===== src/rtl/fifo_rd_stream_pkg.sv =====
// Shared definitions for the FIFO read-side stream logic.
//   BEAT_CNT_W : width of the accepted-beat counter
//   beat_cnt_t : accepted-beat counter type
//   ptr_w()    : buffer pointer width, one extra MSB to tell full from empty
package fifo_pkg;

    localparam int BEAT_CNT_W = 16;

    typedef logic [BEAT_CNT_W-1:0] beat_cnt_t;

    function automatic int ptr_w(input int depth);
        return $clog2(depth) + 1;
    endfunction

endpackage


===== src/rtl/fifo_rd_lat_pipe.sv =====
// Tracks reads that have been issued to the FIFO but whose data has not yet
// been captured. One bit per cycle of read latency.
//   aclk, aresetn : read-domain clock, async active-low reset
//   flush         : clears all tracked reads (their data will be discarded)
//   rd            : read strobe issued this cycle
//   tail          : read data is present on the FIFO data bus this cycle
//   inflight      : number of reads currently tracked
module fifo_rd_lat_pipe #(
    parameter int RD_LATENCY = 1,
    parameter int CNT_W      = $clog2(RD_LATENCY + 1)
) (
    input  logic             aclk,
    input  logic             aresetn,
    input  logic             flush,
    input  logic             rd,
    output logic             tail,
    output logic [CNT_W-1:0] inflight
);

    logic [RD_LATENCY-1:0] pipe_r;
    logic [RD_LATENCY-1:0] pipe_nxt_s;
    logic [CNT_W-1:0]      inflight_s;

    // Next pipe value: shift toward the tail, new strobe enters at bit 0.
    always_comb begin
        pipe_nxt_s    = pipe_r << 1'b1;
        pipe_nxt_s[0] = rd;
    end

    // Pipe register; flush forgets every outstanding read.
    always_ff @(posedge aclk or negedge aresetn) begin
        if (!aresetn) begin
            pipe_r <= '0;
        end else if (flush) begin
            pipe_r <= '0;
        end else begin
            pipe_r <= pipe_nxt_s;
        end
    end

    // Population count of the pipe, including the bit captured this cycle.
    always_comb begin
        inflight_s = '0;
        for (int i = 0; i < RD_LATENCY; i++) begin
            inflight_s = inflight_s + CNT_W'(pipe_r[i]);
        end
    end

    assign tail     = pipe_r[RD_LATENCY-1];
    assign inflight = inflight_s;

endmodule


===== src/rtl/fifo_rd_stream_sva.sv =====
// Safety properties of the read-side skid buffer.
//   aclk, aresetn : read-domain clock, async active-low reset
//   cap           : buffer write this cycle
//   occ           : buffer occupancy
module fifo_rd_stream_sva #(
    parameter int PTR_W     = 2,
    parameter int BUF_DEPTH = 2
) (
    input logic             aclk,
    input logic             aresetn,
    input logic             cap,
    input logic [PTR_W-1:0] occ
);

    // The credit rule must keep a capture from ever landing on a full buffer,
    // which would overwrite the unread head entry.
    a_no_capture_when_full: assert property (
        @(posedge aclk) disable iff (!aresetn) cap |-> (occ != PTR_W'(BUF_DEPTH)));

    a_occ_bounded: assert property (
        @(posedge aclk) disable iff (!aresetn) occ <= PTR_W'(BUF_DEPTH));

endmodule


===== src/rtl/fifo_rd_stream.sv =====
// Drains a fixed-latency FIFO read port into a valid/ready stream through a
// credit-controlled skid buffer. Reads are only issued when the buffer is
// guaranteed room for the returning data, so nothing is ever dropped.
//   aclk, aresetn      : read-domain clock, async active-low reset
//   fifo_empty         : FIFO has nothing to read
//   fifo_rd            : read strobe to FIFO
//   fifo_rdata         : FIFO data, RD_LATENCY cycles after fifo_rd
//   flush              : discard buffered and in-flight data
//   m_valid/m_ready    : stream handshake
//   m_data             : stream data (head of the buffer)
//   beat_count         : accepted beats, wrapping
module fifo_rd_stream
    import fifo_pkg::*;
#(
    parameter int DATA_WIDTH = 8,
    parameter int BUF_DEPTH  = 2,
    parameter int RD_LATENCY = 1
) (
    input  logic                  aclk,
    input  logic                  aresetn,
    input  logic                  fifo_empty,
    output logic                  fifo_rd,
    input  logic [DATA_WIDTH-1:0] fifo_rdata,
    input  logic                  flush,
    output logic                  m_valid,
    input  logic                  m_ready,
    output logic [DATA_WIDTH-1:0] m_data,
    output beat_cnt_t             beat_count
);

    localparam int PTR_W = ptr_w(BUF_DEPTH);
    localparam int IDX_W = PTR_W - 1;
    localparam int CNT_W = $clog2(RD_LATENCY + 1);
    localparam int SUM_W = PTR_W + CNT_W + 1;

    logic [PTR_W-1:0]      wptr_r;
    logic [PTR_W-1:0]      rptr_r;
    logic [DATA_WIDTH-1:0] buf_r [BUF_DEPTH];
    beat_cnt_t             beat_cnt_r;

    logic [PTR_W-1:0]      occ_s;
    logic                  valid_s;
    logic                  pop_s;
    logic                  cap_s;
    logic                  rd_s;
    logic                  tail_s;
    logic [CNT_W-1:0]      inflight_s;
    logic [SUM_W-1:0]      credit_s;

    fifo_rd_lat_pipe #(
        .RD_LATENCY (RD_LATENCY),
        .CNT_W      (CNT_W)
    ) u_lat_pipe (
        .aclk     (aclk),
        .aresetn  (aresetn),
        .flush    (flush),
        .rd       (rd_s),
        .tail     (tail_s),
        .inflight (inflight_s)
    );

    // Occupancy, handshake and issue decision. Subtracting this cycle's pop
    // lets a read be issued in the same cycle a slot frees up, which is what
    // keeps a continuously-ready consumer at one beat per cycle.
    always_comb begin
        occ_s    = wptr_r - rptr_r;
        valid_s  = (occ_s != '0);
        pop_s    = valid_s & m_ready;
        cap_s    = tail_s & ~flush;
        credit_s = SUM_W'(occ_s) + SUM_W'(inflight_s) - SUM_W'(pop_s);
        if (!aresetn || flush || fifo_empty) begin
            rd_s = 1'b0;
        end else if (credit_s < SUM_W'(BUF_DEPTH)) begin
            rd_s = 1'b1;
        end else begin
            rd_s = 1'b0;
        end
    end

    // Buffer pointers and the accepted-beat counter. A pop during a flush
    // cycle still counts as delivered.
    always_ff @(posedge aclk or negedge aresetn) begin
        if (!aresetn) begin
            wptr_r     <= '0;
            rptr_r     <= '0;
            beat_cnt_r <= '0;
        end else begin
            if (pop_s) begin
                beat_cnt_r <= beat_cnt_r + beat_cnt_t'(1'b1);
            end
            if (flush) begin
                wptr_r <= '0;
                rptr_r <= '0;
            end else begin
                if (cap_s) begin
                    wptr_r <= wptr_r + PTR_W'(1'b1);
                end
                if (pop_s) begin
                    rptr_r <= rptr_r + PTR_W'(1'b1);
                end
            end
        end
    end

    // Buffer storage; the credit rule guarantees the slot written is free.
    always_ff @(posedge aclk or negedge aresetn) begin
        if (!aresetn) begin
            for (int i = 0; i < BUF_DEPTH; i++) begin
                buf_r[i] <= '0;
            end
        end else if (cap_s) begin
            buf_r[wptr_r[IDX_W-1:0]] <= fifo_rdata;
        end
    end

    fifo_rd_stream_sva #(
        .PTR_W     (PTR_W),
        .BUF_DEPTH (BUF_DEPTH)
    ) u_sva (
        .aclk    (aclk),
        .aresetn (aresetn),
        .cap     (cap_s),
        .occ     (occ_s)
    );

    assign fifo_rd    = rd_s;
    assign m_valid    = valid_s;
    assign m_data     = buf_r[rptr_r[IDX_W-1:0]];
    assign beat_count = beat_cnt_r;

endmodule


===== config.mk =====
export PLATFORM = sky130hd
export DESIGN_NAME = fifo_rd_stream
export DESIGN_NICKNAME = d
export VERILOG_FILES = /design/src/rtl/fifo_rd_stream_pkg.sv /design/src/rtl/fifo_rd_lat_pipe.sv /design/src/rtl/fifo_rd_stream_sva.sv /design/src/rtl/fifo_rd_stream.sv
export SDC_FILE = /design/constraint.sdc
export NUM_CORES = 1
export LEC_CHECK = 0
export BUFFER_PORTS_ARGS = -buffer_cell sky130_fd_sc_hd__buf_2
export CAP_MARGIN = 20
export CORE_ASPECT_RATIO = 0.5
export CORE_MARGIN = 3
export CORE_UTILIZATION = 50
export DETAILED_ROUTE_END_ITERATION = 12
export PLACE_DENSITY = 0.75
export SKIP_LAST_GASP = 1
export SLEW_MARGIN = 20
export SYNTH_ARGS = -nofsm -noshare
export SYNTH_HDL_FRONTEND = slang
export SYNTH_SLANG_ARGS = --single-unit
export TNS_END_PERCENT = 50

===== constraint.sdc =====
create_clock -name aclk -period 3.55 [get_ports aclk]
set_input_delay 0 -clock aclk [delete_from_list [all_inputs] [get_ports aclk]]
set_output_delay 0 -clock aclk [all_outputs]
set_load 0.01 [all_outputs]

# == Yosys cells after proc, flatten, opt, wreduce, memory -nomap -nowiden ==
# Index checks and enable logic that the tools add are counted.
# totals
regBits,37
input_bits,13
out_inout_bits,26
wordCells,41
# op_classes
n_addsub,6
n_lt_le_gt_ge,4
mux,13
n_bitwise,5
reduce_logical,7
# op_table
cell,count
two-way mux 8 bit,4
adder 16 x 1 -> 16 bit (second input constant),1
bitwise mux 16 bit,1
demux 8 bit (select 1 bit),1
two-way mux 2 bit,4
nonzero test 2 bit,3
adder 2 x 1 -> 2 bit (second input constant),2
>= comparator 2 bit (second input constant),2
< comparator 4 x 2 -> 1 bit (second input constant),1
inverter 1 -> 2 bit,2
subtractor 3 x 1 -> 4 bit,1
adder 2 x 1 -> 3 bit,1
two-way mux 1 bit,3
bitwise AND 1 bit,2
logical OR 1 bit,2
< comparator 2 x 1 -> 1 bit (second input constant),1
subtractor 2 bit,1
logical AND 1 bit,1
logical NOT 1 bit,1
inverter 1 bit,1

# == Depth between registers and ports, before layout ==
# depth
word_depth,8
mapped_depth,9
depth_no_buf,8

# == Cells and area by module ==
# From an unflattened synthesis, not the netlist that was laid out.
# hier_totals
hier_cells,132
hier_area_um2,1739.2
# modules_own_cells
mod,n_inst,cells_each,area_each_um2,seq_area_each_um2
fifo_rd_stream,1,129,1692.9,900.9
fifo_rd_lat_pipe,1,3,46.3,25.0

# == Least setup slack after synthesis ==
# Ideal clock, no wire load.
# synth_path
path_type,register -> output
from,register wptr_r[0]
to,output fifo_rd
arrival_time_ns,2.815
required_time_ns,3.550
setup_slack_ns,0.735
path_stages_with_launch,10
n_path_buf,1
path_cell_list,dfrtp_1 > inv_1 > ha_1 > a21boi_2 > buf_2 > ha_1 > or2_0 > fa_1 > a211o_1 > a2111oi_2
# synth_between
elab_chain_cells,7
elab_cells_between_ends,8
cone_classes,add/sub: 3; order compare: 1; mux: 2; bitwise: 1; reduce/logical: 1
# synth_lines
element,line,rtl
from (decl),fifo_rd_stream.sv:36,logic [PTR_W-1:0] wptr_r;
from (signal assigned),fifo_rd_stream.sv:96,wptr_r <= wptr_r + PTR_W'(1'b1);
subtractor 2 bit,fifo_rd_stream.sv:66,occ_s = wptr_r - rptr_r;
nonzero test 2 bit,fifo_rd_stream.sv:67,valid_s = (occ_s != '0);
bitwise AND 1 bit,fifo_rd_stream.sv:68,pop_s = valid_s & m_ready;
net pop_s,fifo_rd_stream.sv:43,logic pop_s;
subtractor 3 x 1 -> 4 bit,fifo_rd_stream.sv:70,credit_s = SUM_W'(occ_s) + SUM_W'(inflight_s) - SUM_W'(pop_s);
< comparator 4 x 2 -> 1 bit,fifo_rd_stream.sv:73,end else if (credit_s < SUM_W'(BUF_DEPTH)) begin
two-way mux 1 bit,fifo_rd_stream.sv:73,
two-way mux 1 bit,fifo_rd_stream.sv:71,if (!aresetn || flush || fifo_empty) begin
to (decl),fifo_rd_stream.sv:22,"output logic fifo_rd,"
# The timed path passes the listed nets, and every way through them passes these cells.

# == Worst setup path in the final report ==
# layout_path
from,register rptr_r[0]
to,"register u_lat_pipe.pipe_r, in the netlist u_lat_pipe.tail"
# layout_between
elab_chain_cells,8
elab_cells_between_ends,9
cone_classes,add/sub: 3; order compare: 1; mux: 3; bitwise: 1; reduce/logical: 1
# layout_lines
element,line,rtl
from (decl),fifo_rd_stream.sv:37,logic [PTR_W-1:0] rptr_r;
from (signal assigned),fifo_rd_stream.sv:99,rptr_r <= rptr_r + PTR_W'(1'b1);
subtractor 2 bit *,fifo_rd_stream.sv:66,
"parallel branches: the longest is 2 deep, another holds adder 2 x 1 -> 3 bit",-,
subtractor 3 x 1 -> 4 bit *,fifo_rd_stream.sv:70,
< comparator 4 x 2 -> 1 bit *,fifo_rd_stream.sv:73,
two-way mux 1 bit *,fifo_rd_stream.sv:73,
two-way mux 1 bit *,fifo_rd_stream.sv:71,
two-way mux 1 bit *,fifo_rd_lat_pipe.sv:34,end else if (flush) begin
to (signal assigned),fifo_rd_lat_pipe.sv:37,pipe_r <= pipe_nxt_s;
to (decl),fifo_rd_lat_pipe.sv:20,logic [RD_LATENCY-1:0] pipe_r;
# Mark *: on every way between the ends.
# A chain may end at the register's enable or synchronous reset.

==> flow_metrics.env <==
export IMPL_synth_mux_area_share_pct=16.2
export IMPL_yosys_area_top_type_share_pct=53.2
export IMPL_power_uw=1420
export IMPL_layout_drive_gt1_share_pct=41.4
export IMPL_drt_iter0_markers=40
export IMPL_syn_avg_cell_area_um2=13.2
export IMPL_die_area_um2=4270
export IMPL_synth_top_area_cell="dfrtp_1"
export IMPL_synthXorXnorAreaFrac_pct=10.5
export IMPL_ys_types=26
export IMPL_cap_violations=0
export IMPL_grt_pass1_vias=1075
export IMPL_core_area_um2=3150
export IMPL_ys_flop_type="dfrtp_1"
export IMPL_async_reset_ff_share_pct=100
export IMPL_seq_area_frac_synth_pct=53.2
export IMPL_syn_inst=132
export IMPL_outcome="complete, no violations"
export IMPL_critPathBufInv=1
export IMPL_first_pass_iters=4
export IMPL_dpl_hpwl_um=2100
export IMPL_synth_adder_area_share_pct=4.03
export IMPL_worstSetupEndpointType="register"
export IMPL_tritoncts="built"
export IMPL_drc_errors=0
export IMPL_rows=14
export IMPL_worst_setup_path_type="reg -> reg"
export IMPL_num_vias=1165
export IMPL_htree_levels=2
export IMPL_power_density_nw_per_um2=654
export IMPL_reg2reg_to="u_lat_pipe.tail"
export IMPL_max_freq_ghz=0.304
export IMPL_synth_area_um2=1740
export IMPL_antenna_found_initial=0
export IMPL_worst_hold_slack_ns=0.146
export IMPL_cpPeakStageDelay_ns=0.63
export IMPL_die_x_um=89.4
export IMPL_hold_depth=5
export IMPL_cts_sinks=37
export IMPL_cp_start_kind="register"
export IMPL_drv_slew=0
export IMPL_hp_class="in -> reg"
export IMPL_setup_violations_final=0
export IMPL_cp_cell_sequence="ha_1 > a21boi_2 > ha_1 > or2_0 > fa_1 > a211o_1 > a2111oi_2 > dlygate4sd3_1"
export IMPL_slew_headroom_pct=45.3
export IMPL_start_util_pct=55.2
export IMPL_cts_root_buffer="clkbuf_8"
export IMPL_cp_slowest_cell="dfrtp_1"
export IMPL_synth_most_common_cell="dfrtp_1"
export IMPL_clk_pin_slew_ns=0.07
export IMPL_cp_arrival_ns=3.51
export IMPL_fillers=239
export IMPL_layout_nets=204
export IMPL_synth_area_leaders="dfrtp_1 53%, mux2_2 16%, xnor2_1 8.1%"
export IMPL_rsz0062_at_grt="false"
export IMPL_worst_r2r_path_depth=8
export IMPL_crit_family="adder cells"
export IMPL_drt_wl_total_um=3050
export IMPL_cts_buffers=5
export IMPL_synth_compound_area_share_pct=4.46
export IMPL_syn_nets=150
export IMPL_ios=39
export IMPL_synth_top_family_by_area="multiplexers"
export IMPL_tightest_slew_ns=0.821
export IMPL_antenna_cells=0
export IMPL_synth_simple_gate_area_share_pct=10.2
export IMPL_min_to="beat_count[11]"
export IMPL_antenna_left=0
export IMPL_critPathMaxFanout=12
export IMPL_cp_required_ns=3.77
export IMPL_r2r_start="rptr_r[0]"
export IMPL_grt_remaining_overflow=0
export IMPL_reg2reg_slack_ns=0.26
export IMPL_postCtsSetupBuffers=0
export IMPL_setup_tns_ns=0
export IMPL_cts_buffer_depth=2
export IMPL_worstHoldStart="m_ready"
export IMPL_post_route_min_period_ns=3.29
export IMPL_wl_per_cell_um=13.5
export IMPL_fin_skew_ns=0.00578
export IMPL_area_growth_synth_to_final_pct=25.2
export IMPL_final_period_utilization_pct=92.7
export IMPL_vdd_ir_drop_max_uv=390
export IMPL_synthTopCellsByCount="37 x dfrtp_1, 25 x mux2_2, 16 x xnor2_1, 7 x nand2_1"
export IMPL_die_h_um=47.7
export IMPL_grt_first_pass_wirelength_um=4950
export IMPL_leakage_uw=0.00104
export IMPL_viasPerCell=5.15
export IMPL_grtUsageTotal_pct=16.3
export IMPL_ys_ff_latch=37
export IMPL_regArea_um2=926
export IMPL_multi_input_area_um2=790
export IMPL_clock_latency_ns=0.29
export IMPL_gp_congestion=0.725
export IMPL_place_port_buffers=38
export IMPL_postCtsResizedCells=0
export IMPL_critPathMostFrequentCell="ha_1"
export IMPL_synth_edf_count=0
export IMPL_hold_viol=0
export IMPL_yosysWarnings=0
export IMPL_grt_max_degree=39
==> kinds of logic after synthesis <==
kind of cell | after synthesis
multiplexers | 25
XOR/XNOR | 20
flip-flops | 37
AND/OR/NAND/NOR | 32
AO/OA/AOI/OAI | 7
buffers and inverters | 6
adder cells (fa/ha/maj) | 5
==> power by group <==
group / total [uW] / internal, uW / switching, uW / leakage, uW
combinational: 502 / 277 / 225 / 0.000510
clock: 296 / 154 / 142 / 0.0000443
sequential: 625 / 537 / 88.5 / 0.000485
total: 1420 / 967 / 456 / 0.00104
==> cell usage in the layout, fill, tap and decap left out <==
| master | count |
|---|---|
| fa_1 | 1 |
| nand4_1 | 6 |
| a21oi_1 | 1 |
| a2111oi_2 | 2 |
| xnor2_2 | 1 |
| xor2_1 | 3 |
| or3_1 | 1 |
| a21boi_2 | 1 |
| a211oi_2 | 1 |
| mux2_2 | 25 |
| clkbuf_1 | 1 |
| buf_4 | 1 |
| dfrtp_1 | 37 |
| and4_1 | 2 |
| a211o_1 | 1 |
| nand3_1 | 6 |
| ha_1 | 4 |
| and3_1 | 4 |
| or2_0 | 1 |
| nand3b_1 | 1 |
| nor3_2 | 1 |
| xnor2_1 | 16 |
| clkbuf_8 | 6 |
| buf_2 | 38 |
| nand2_1 | 7 |
| dlygate4sd3_1 | 12 |
| inv_1 | 2 |
| a21bo_2 | 1 |
| nor2_1 | 3 |
==> layer usage <==
| layer | share of wire [%] | track usage, % | up-vias |
|---|---|---|---|
| met5 | 0 | 0 | - |
| met4 | 1.8 | 8.01 | 0 |
| met3 | 6.1 | 6.36 | 6 |
| met2 | 44 | 25.5 | 29 |
| met1 | 48 | 20.4 | 550 |
| li1 | - | - | 580 |
==> worst min-delay path: cells and delay by family <==
kind | cells | cell delay [ns]
buffers and inverters | 1 | 0.10
AND/OR/NAND/NOR | 2 | 0.16
XOR/XNOR | 1 | 0.06
AO/OA/AOI/OAI | 1 | 0.07
==> per-stage QoR <==
stage | worst slack, ns | utilization (%) | instance area (um^2) | cells
6_report | 0.260 | 69.0 | 2180 | 226
5_1_grt | 0.116 | 69.0 | 2180 | 226
4_1_cts | 0.260 | 69.0 | 2180 | 226
3_5_place_dp | 0.735 | 62.5 | 1970 | 207
3_3_place_gp | 0.769 | 62.5 | 1970 | 207
2_1_floorplan | 0.735 | - | 1740 | 132
==> repair_timing <==
action | in CTS | in global routing
endpoints found under the setup margin | 0 | 0
hold buffers | 12 | 0
endpoints found under the hold margin | 58 | 0
==> sequential cells by signal, summed over array words and instances, names as in the netlist <==
signal,count
wptr_r,2
beat_count,16
u_lat_pipe.tail,1
rptr_r,2
buf_r,16
==> final cells by class <==
type	count	area share (%)
clock buffer	7	3.97
inverter	2	0.345
multi-input combinational	89	36.3
sequential	37	42.5
tap	40	2.30
timing repair buffer	51	14.6
==> worst max-delay path by stage <==
stage / startpoint / to / slack (ns) / depth (start not counted)
finish: rptr_r[0] / u_lat_pipe.tail / 0.26 / 8
global placement: rptr_r[0] / fifo_rd / 0.77 / 8
detailed placement: rptr_r[0] / fifo_rd / 0.73 / 8
floorplan: wptr_r[0] / fifo_rd / 0.74 / 9
global route: rptr_r[0] / u_lat_pipe.tail / 0.12 / 8
CTS: rptr_r[0] / u_lat_pipe.tail / 0.26 / 8
Note: power is estimated with default switching activity, not from simulation.
